`src/rtl/seg7_pkg.sv`:
```
// Shared types and constants for the seven-segment scan driver.
// Segment patterns are active-low {g,f,e,d,c,b,a}; the decimal point is added by the top.

package seg7_pkg;

    typedef enum logic [1:0] {
        IDLE,
        BLANK,
        DRIVE
    } state_t;

    localparam logic [7:0] SEG_OFF = 8'hFF;
    localparam logic [7:0] AN_OFF  = 8'hFF;

    localparam logic [6:0] SEG_0 = 7'h40;
    localparam logic [6:0] SEG_1 = 7'h79;
    localparam logic [6:0] SEG_2 = 7'h24;
    localparam logic [6:0] SEG_3 = 7'h30;
    localparam logic [6:0] SEG_4 = 7'h19;
    localparam logic [6:0] SEG_5 = 7'h12;
    localparam logic [6:0] SEG_6 = 7'h02;
    localparam logic [6:0] SEG_7 = 7'h78;
    localparam logic [6:0] SEG_8 = 7'h00;
    localparam logic [6:0] SEG_9 = 7'h10;
    localparam logic [6:0] SEG_A = 7'h08;
    localparam logic [6:0] SEG_B = 7'h03;
    localparam logic [6:0] SEG_C = 7'h46;
    localparam logic [6:0] SEG_D = 7'h21;
    localparam logic [6:0] SEG_E = 7'h06;
    localparam logic [6:0] SEG_F = 7'h0E;

endpackage

```
`src/rtl/hex7seg_dec.sv`:
```
// Combinational hex nibble to active-low seven-segment pattern {g,f,e,d,c,b,a}.

module hex7seg_dec
    import seg7_pkg::*;
(
    input  logic [3:0] nibble,
    output logic [6:0] seg
);

    always_comb begin
        seg = SEG_8;
        case (nibble)
            4'h0: seg = SEG_0;
            4'h1: seg = SEG_1;
            4'h2: seg = SEG_2;
            4'h3: seg = SEG_3;
            4'h4: seg = SEG_4;
            4'h5: seg = SEG_5;
            4'h6: seg = SEG_6;
            4'h7: seg = SEG_7;
            4'h8: seg = SEG_8;
            4'h9: seg = SEG_9;
            4'hA: seg = SEG_A;
            4'hB: seg = SEG_B;
            4'hC: seg = SEG_C;
            4'hD: seg = SEG_D;
            4'hE: seg = SEG_E;
            4'hF: seg = SEG_F;
            default: seg = SEG_8;
        endcase
    end

endmodule

```
`src/rtl/seg7_scan.sv`:
```
// Time-multiplexed 8-digit common-anode display driver with per-digit blanking gap.
// Inputs are snapshotted once per frame so a digit never shows a half-updated value.

module seg7_scan
    import seg7_pkg::*;
#(
    parameter int unsigned DIV_BIT      = 17,
    parameter int unsigned BLANK_CYCLES = 64
) (
    input  logic        clk,
    input  logic        rst_n,
    input  logic [31:0] clkdiv,
    input  logic [31:0] hex,
    input  logic [7:0]  point,
    input  logic [7:0]  digit_en,
    output logic [7:0]  an,
    output logic [7:0]  seg_n,
    output logic        frame_done
);

    // One digit slot is 2^(DIV_BIT+1) cycles, so the blank count always fits in this width.
    localparam int unsigned        CntW    = DIV_BIT + 1;
    localparam logic [CntW-1:0]    CntLoad = CntW'(BLANK_CYCLES);
    localparam logic [CntW-1:0]    CntOne  = CntW'(1);

    state_t          state_q, state_d;
    logic            bit_q;
    logic            tick;
    logic [2:0]      idx_q, idx_d;
    logic [CntW-1:0] cnt_q, cnt_d;
    logic [31:0]     sh_hex_q, sh_hex_d;
    logic [7:0]      sh_point_q, sh_point_d;
    logic [7:0]      sh_en_q, sh_en_d;
    logic [7:0]      an_q, an_d;
    logic [7:0]      seg_q, seg_d;
    logic            fd_q, fd_d;
    logic            snap;
    logic [3:0]      cur_nibble;
    logic [6:0]      dec_seg;
    logic            unused_clkdiv;

    assign unused_clkdiv = ^clkdiv;

    assign tick = clkdiv[DIV_BIT] & ~bit_q;

    assign cur_nibble = sh_hex_q[{idx_q, 2'b00} +: 4];

    hex7seg_dec u_dec (
        .nibble (cur_nibble),
        .seg    (dec_seg)
    );

    always_comb begin
        state_d    = state_q;
        idx_d      = idx_q;
        cnt_d      = cnt_q;
        sh_hex_d   = sh_hex_q;
        sh_point_d = sh_point_q;
        sh_en_d    = sh_en_q;
        an_d       = an_q;
        seg_d      = seg_q;
        fd_d       = 1'b0;
        snap       = 1'b0;

        unique case (state_q)
            IDLE: begin
                an_d  = AN_OFF;
                seg_d = SEG_OFF;
                if (tick) begin
                    snap    = 1'b1;
                    idx_d   = 3'd0;
                    cnt_d   = CntLoad;
                    state_d = BLANK;
                end
            end

            BLANK: begin
                // Ticks landing here are deliberately dropped.
                an_d  = AN_OFF;
                seg_d = SEG_OFF;
                if (cnt_q <= CntOne) begin
                    cnt_d   = '0;
                    state_d = DRIVE;
                    if (sh_en_q[idx_q]) begin
                        an_d  = ~(8'h01 << idx_q);
                        seg_d = {~sh_point_q[idx_q], dec_seg};
                    end
                end else begin
                    cnt_d = cnt_q - CntOne;
                end
            end

            DRIVE: begin
                if (tick) begin
                    idx_d   = idx_q + 3'd1;
                    cnt_d   = CntLoad;
                    state_d = BLANK;
                    an_d    = AN_OFF;
                    seg_d   = SEG_OFF;
                    if (idx_q == 3'd7) begin
                        snap = 1'b1;
                    end
                end
            end

            default: begin
                state_d = IDLE;
                an_d    = AN_OFF;
                seg_d   = SEG_OFF;
            end
        endcase

        if (snap) begin
            sh_hex_d   = hex;
            sh_point_d = point;
            sh_en_d    = digit_en;
            fd_d       = 1'b1;
        end
    end

    always_ff @(posedge clk or negedge rst_n) begin
        if (!rst_n) begin
            state_q    <= IDLE;
            bit_q      <= 1'b1;
            idx_q      <= 3'd0;
            cnt_q      <= '0;
            sh_hex_q   <= '0;
            sh_point_q <= '0;
            sh_en_q    <= '0;
            an_q       <= AN_OFF;
            seg_q      <= SEG_OFF;
            fd_q       <= 1'b0;
        end else begin
            state_q    <= state_d;
            bit_q      <= clkdiv[DIV_BIT];
            idx_q      <= idx_d;
            cnt_q      <= cnt_d;
            sh_hex_q   <= sh_hex_d;
            sh_point_q <= sh_point_d;
            sh_en_q    <= sh_en_d;
            an_q       <= an_d;
            seg_q      <= seg_d;
            fd_q       <= fd_d;
        end
    end

    assign an         = an_q;
    assign seg_n      = seg_q;
    assign frame_done = fd_q;

endmodule

```
`config.mk`:
```
export PLATFORM = sky130hd
export DESIGN_NAME = seg7_scan
export DESIGN_NICKNAME = d
export VERILOG_FILES = /design/src/rtl/seg7_pkg.sv /design/src/rtl/hex7seg_dec.sv /design/src/rtl/seg7_scan.sv
export SDC_FILE = /design/constraint.sdc
export NUM_CORES = 1
export LEC_CHECK = 0
export CAP_MARGIN = 40
export CELL_PAD_IN_SITES_DETAIL_PLACEMENT = 1
export CELL_PAD_IN_SITES_GLOBAL_PLACEMENT = 1
export CORE_ASPECT_RATIO = 0.75
export CORE_MARGIN = 4
export CORE_UTILIZATION = 40
export DETAILED_ROUTE_END_ITERATION = 12
export GPL_TIMING_DRIVEN = 0
export PLACE_DENSITY_LB_ADDON = 0.12
export SLEW_MARGIN = 10
export SYNTH_ARGS = -nofsm -noshare
export SYNTH_HDL_FRONTEND = slang
export SYNTH_SLANG_ARGS = --single-unit
```
`constraint.sdc`:
```
create_clock -name clk -period 6.6 [get_ports clk]
set_clock_uncertainty 0.05 [all_clocks]
set_input_delay 1.32 -clock clk [delete_from_list [all_inputs] [get_ports clk]]
set_output_delay 1.32 -clock clk [all_outputs]
set_load 0.1 [all_outputs]
```
==> results_dict.tcl, run 1 <==
set metrics [dict create \
    first_global_vias 4071 \
    irDropWorstVdd_v 0.000153 \
    hold_path_end "sh_point_q[6]" \
    dieWidth_um 129 \
    cp.arrival_ns 3.70 \
    fin_crit_sh 0.535 \
    area_delta_synth_final_pct 31.7 \
    r2r-end "seg_n[3]" \
    htreeDepth 3 \
    totalWireLength_mm 12.1 \
    finalSetupTns_ns 0 \
    holdCritPathClass "flop to flop" \
    endpoint_kind "flop" \
    cts_setup_buffers 0 \
    status "finished, final reports clean" \
    fmax_ghz 0.283 \
    clockBufferDepth 2 \
    cts_sinks 89 \
    avgRoutedWirePerCell_um 17.2 \
    setup_violations 0 \
    seq_power_share 0.379 \
    gp_congestion 0.826 \
    num_rows 32 \
    die_height_um 98.6 \
    relSlewSlack 0.442 \
    syn_inst 464 \
    num_vias 3641 \
    vias_per_cell 5.19 \
    p_switching_uw 953 \
    ys_ff_latch 89 \
    critPathLaunchType "input pin" \
    synth-edff-count 0 \
    grt_pass1_wl_mm 20.5 \
    antenna_found_initial 0 \
    power_leakage_uw 0.00264 \
    worstReg2RegStart "idx_q[0]" \
    start_util 0.417 \
    cap_violations 0 \
    avgSynthCellArea_um2 9.43 \
    finalNonFillerCells 701 \
    worst-path-max-fanout 10 \
    dieArea_um2 12700 \
    p_per_area_nw_per_um2 415 \
    synth_top_flop_cell "dfrtp_1" \
    worstSetupPathType "input pin to flop" \
    p_clk_frac 0.199 \
    grt_usage 0.204 \
    intPower_uw 1440 \
    num_io_pins 99 \
    synth_cell_types 43 \
    r2r_cells 9 \
    combPwrFrac 0.423 \
    async_reset_ff_frac 1.00 \
    dp.cells 685 \
    antenna-diode-count 0 \
    dp_hpwl_mm 8.86 \
    ys_warn_count 0 \
    rsz0062_at_grt "no" \
    swShare 0.399 \
    root_buffer "clkbuf_16" \
    grt_max_degree 60 \
    drt-initial-drc-count 169 \
    detail_route.first_pass.iterations 4 \
    finalMaxSlewViolations 0 \
    cts.hold.buffers_added 0 \
    hold_depth 2 \
    synthesis.nets 560 \
    layout_commonest_cell "nand2_1" \
    drc 0 \
    clock_latency_ns 0.35 \
    core_area_um2 10500 \
    worst_ep_required_time_ns 6.77 \
    fin_crit_ns 3.53 \
    overflow 0 \
    tightest_slew_ns 0.830 \
    cts-buffers-inserted 9 \
    final_cell_mix "nand2_1, dfrtp_1, clkdlybuf4s50_1, nor2_1, a21oi_1" \
    ctsResizeCount 0 \
    numPortBuffers 67 \
    reg2reg_slack_ns 3.41 \
    cts_tree "done" \
    netlist_area_um2 4380 \
    ant_nets 0 \
    hold_path.startpoint "sh_point_q[6]" \
    ys_seq_area_frac 0.514 \
    finalHoldViolations 0 \
    final_nets 656 \
    clk_pin_slew_ns 0.06 \
    drive_gt1_frac 0.133 \
]
power by group through the flow:
stage | Clock [µW] | Combinational, µW | Sequential, µW
after floorplan | 0 | 704 | 889
after global placement | 0 | 951 | 896
after detailed placement | 0 | 1010 | 909
after CTS | 484 | 1020 | 906
after global routing | 514 | 1140 | 933
final | 475 | 1010 | 905
flip-flops by register name (all words and copies together) (netlist names):
signal	flops
sh_en_q	8
state_q	2
bit_q	1
frame_done	1
an	8
sh_point_q	8
sh_hex_q	32
cnt_q	18
seg_n	8
idx_q	3
area by class of cell:
class | count | area [µm²]
clock buffers | 12 | 246
flip-flops and latches | 89 | 2250
multi-input cells | 340 | 1990
fillers | 1200 | 4730
repair buffers | 85 | 951
plain buffers | 21 | 87.6
inverters | 14 | 52.6
well taps | 136 | 170
clock inverters | 4 | 20.0
Yosys cell counts, types with 2 or more instances:
library cell	number	area share
or3b_2	2	0.0040
buf_2	4	0.0046
a31oi_1	7	0.010
nor3_1	3	0.0034
nor3b_1	3	0.0051
a21oi_1	20	0.023
inv_1	14	0.012
mux4_2	12	0.062
xor2_1	2	0.0040
nor2b_1	3	0.0043
ha_1	14	0.040
or4_1	4	0.0069
nand2b_1	4	0.0057
dfstp_2	17	0.10
nor2_1	31	0.027
xnor2_1	2	0.0040
dfrtp_1	72	0.41
mux2i_1	10	0.023
or3_1	6	0.0086
o22ai_1	3	0.0043
nand3b_1	2	0.0034
clkbuf_1	15	0.013
nand3_1	6	0.0069
a22o_1	3	0.0060
nand2_1	174	0.15
o21ai_0	9	0.010
a21o_1	4	0.0069
and2_1	3	0.0043
per-layer routing:
metal  GRT usage  wire length (µm)  vias to the layer above
met5           0                 0                        -
met4      0.0468               135                        0
met3      0.0612               569                       12
met2       0.333              5750                       79
met1       0.269              5630                     1818
li1            -                 -                     1732
worst max path at each step:
| stage | from | end |
|---|---|---|
| after global routing | clkdiv[17] | cnt_q[8] |
| after floorplan | clkdiv[17] | cnt_q[10] |
| after global placement | rst_n | frame_done |
| final | clkdiv[17] | cnt_q[8] |
| after CTS | clkdiv[17] | cnt_q[8] |
| after detailed placement | clkdiv[17] | cnt_q[8] |
cells by family after synthesis:
logic type	after synthesis	share of synthesized area
AND/OR/NAND/NOR	247	0.244
flip-flops	89	0.514
AO/OA/AOI/OAI	51	0.0698
buffers and inverters	35	0.0320
multiplexers	24	0.0923
adder cells (fa/ha/maj)	14	0.0400
XOR/XNOR	4	0.00801
critical path, cell delays in order:
cell and delay (ns):
clkdlybuf4s50_1 0.51, or3b_2 0.47, clkbuf_1 0.22, and2_1 0.19, clkbuf_1 0.18, clkbuf_1 0.29, a21oi_1 0.42, nor2_1 0.10
through the flow:
step                      area, µm²  setup slack [ns]  hold WS (ns)  utilization  power (µW)
after floorplan                4380              3.71         0.390            -        1590
after global placement         5220             0.799         0.403        0.497        1850
after detailed placement       5500              2.70         0.410        0.524        1920
after CTS                      5760              3.06         0.425        0.549        2410
after global routing           5760              2.90         0.457        0.549        2580
final                          5760              3.07         0.426        0.549        2390
Note: power is estimated with default switching activity, not from simulation.
==> run 2, diff against run 1 <==
CORE_UTILIZATION = 34   (was 40)
clock period = 2.9 ns   (was 6.6 ns; I/O delays follow)
==> run 2 against run 1 <==
- final area up 2.7%
- largest power group unchanged
- combinational power is 140% higher
- via count fell by 1.7%
- sequential share of layout area shrank 1.0 points
- critical path depth rose by 1
- global-route usage shrank 3.1 points
- register-to-register slack worse by 3.3 ns
- first-iteration DRC count is 6.5% lower
- clock-buffer cell count fell by 2
- core utilization fell by 7.3 points
- wire length decreased by 0.38%
- die area rose by 16%
==> results_dict.tcl, run 2 (synthesis results as in run 1) <==
set metrics [dict create \
    num_vias 3578 \
    largest_reg_flops 32 \
    rsz0062_at_grt "no" \
    use_met2 0.281 \
    swShare 0.389 \
    overflow 0 \
    start_util 0.352 \
    hold_slack_ns 0.112 \
    grt_usage 0.174 \
    cts.hold.buffers_added 0 \
    fin_crit_ns 2.76 \
    dieWidth_um 139 \
    grt_max_degree 63 \
    relSlewSlack 0.485 \
    root_buffer "clkbuf_16" \
    grt_use_met1 0.240 \
    worst_ep_required_time_ns 3.12 \
    clockBufferDepth 2 \
    final_core_util 0.476 \
    cts_sinks 89 \
    finalPower_uw 5680 \
    dp_hpwl_mm 8.87 \
    dieArea_um2 14800 \
    clk_pin_slew_ns 0.07 \
    setup_violations 0 \
    max_stage_delay_ns 0.59 \
    cts-buffers-inserted 9 \
    cap_violations 0 \
    top_usage_layer "met2" \
    final_cell_mix "nand2_1, dfrtp_1, clkdlybuf4s50_1, nor2_1, a21oi_1" \
    vias_per_cell 4.85 \
    fin_crit_sh 0.952 \
    numPortBuffers 67 \
    antenna_found_initial 0 \
    core_area_um2 12400 \
    htreeDepth 3 \
    reg_top3 "sh_hex_q (32), cnt_q (18)" \
    worstSetupPathType "flop to flop" \
    drc 0 \
    reg2reg_slack_ns 0.14 \
    cp.arrival_ns 2.98 \
    totalWireLength_mm 12.0 \
    num_rows 35 \
    cts_tree "done" \
    layout_commonest_cell "nand2_1" \
    intPower_uw 3470 \
    finalHoldViolations 0 \
    detail_route.first_pass.iterations 4 \
    status "finished, final reports clean" \
    combPwrFrac 0.428 \
    irDropWorstVdd_v 0.000322 \
    die_height_um 106 \
    power_leakage_uw 0.00267 \
    finalMaxSlewViolations 0 \
    clock_latency_ns 0.35 \
    p_clk_frac 0.212 \
    first_global_vias 3876 \
    gp_congestion 0.764 \
    grt_pass1_wl_mm 20.4 \
    worst-path-max-fanout 10 \
    area_delta_synth_final_pct 35.3 \
    num_io_pins 99 \
    antenna-diode-count 0 \
    cp_slowest_cell "mux4_2" \
    avgRoutedWirePerCell_um 16.3 \
    p_per_area_nw_per_um2 959 \
    endpoint_kind "flop" \
    final_nets 662 \
    drt-initial-drc-count 158 \
    p_switching_uw 2210 \
    largest-register "sh_hex_q" \
    critPathLaunchType "flop" \
    crit_chain "buf_2, buf_6, mux4_2, mux2i_4, buf_4, ha_1, inv_1, or3_1, a31oi_1" \
    drive_gt1_frac 0.154 \
    seq_power_share 0.360 \
    holdCritPathClass "input pin to asynchronous set/reset pin" \
    fmax_ghz 0.362 \
    grtUsageMet3 0.0427 \
    tightest_slew_ns 0.766 \
    ant_nets 0 \
]
==> run 2: cell count changes in the layout (fill, tap and decap cells not counted), sizes merged <==
cell / previous run / this run
bufinv: 0 / 1
inv: 14 / 15
clkinv: 4 / 1
clkinvlp: 0 / 3
clkbuf: 27 / 26
buf: 25 / 30
==> run 2: metal layers <==
metal  part of all wire  vias up
met5                  0        -
met4             0.0090        0
met3              0.030       11
met2               0.47       62
met1               0.49     1761
li1                   -     1744
==> run 2: worst paths after layout <==
check,startpoint,to,depth (start not counted)
max,idx_q[0],seg_n[0],9
min,rst_n,cnt_q[1],1
max reg2reg,idx_q[0],seg_n[0],9
min reg2reg,sh_en_q[2],sh_en_q[2],2
max in group asynchronous,rst_n,seg_n[1],2
min in group clk,sh_en_q[2],sh_en_q[2],2
==> run 2: worst max-delay path, delay by kind of cell, from the launching register on <==
kind | cells | cell delay, ns
and+or+nand+nor | 1 | 0.37
DFF | 1 | 0.39
buffers and inverters | 4 | 0.71
AOI/OAI and AO/OA | 1 | 0.17
adders and majority gates | 1 | 0.19
muxes | 2 | 0.81
==> run 2: cell type report <==
cell class / instances / area [µm²]
Inverter: 14 / 52.6
Buffer: 21 / 93.8
Multi-Input combinational cell: 340 / 2020
Sequential cell: 89 / 2250
Fill cell: 1372 / 6520
Timing Repair Buffer: 91 / 996
Tap cell: 166 / 208
Clock buffer: 10 / 239
Clock inverter: 6 / 66.3
==> run 2: power by group through the flow <==
stage / Sequential [µW] / Combinational [µW] / Clock (µW)
after floorplan: 2020 / 1600 / 0
final: 2040 / 2430 / 1210
after CTS: 2050 / 2360 / 1240
after global placement: 2030 / 2190 / 0
after global routing: 2120 / 2710 / 1290
after detailed placement: 2060 / 2290 / 0
==> run 2: what timing repair did <==
action,CTS,global route
gates resized for setup,4,5
setup endpoints to repair,7,13
buffers inserted,0,6
==> run 2: metrics by stage <==
stage / setup TNS [ns] / worst slack, ns / instances / cell area, µm²
after floorplan: 0 / 0.359 / 464 / 4380
after global placement: -181.23 / -2.21 / 697 / 5260
after detailed placement: -5.10 / -0.340 / 715 / 5540
after CTS: 0 / 0.0152 / 731 / 5870
after global routing: 0 / 0.00212 / 737 / 5920
final: 0 / 0.140 / 737 / 5920
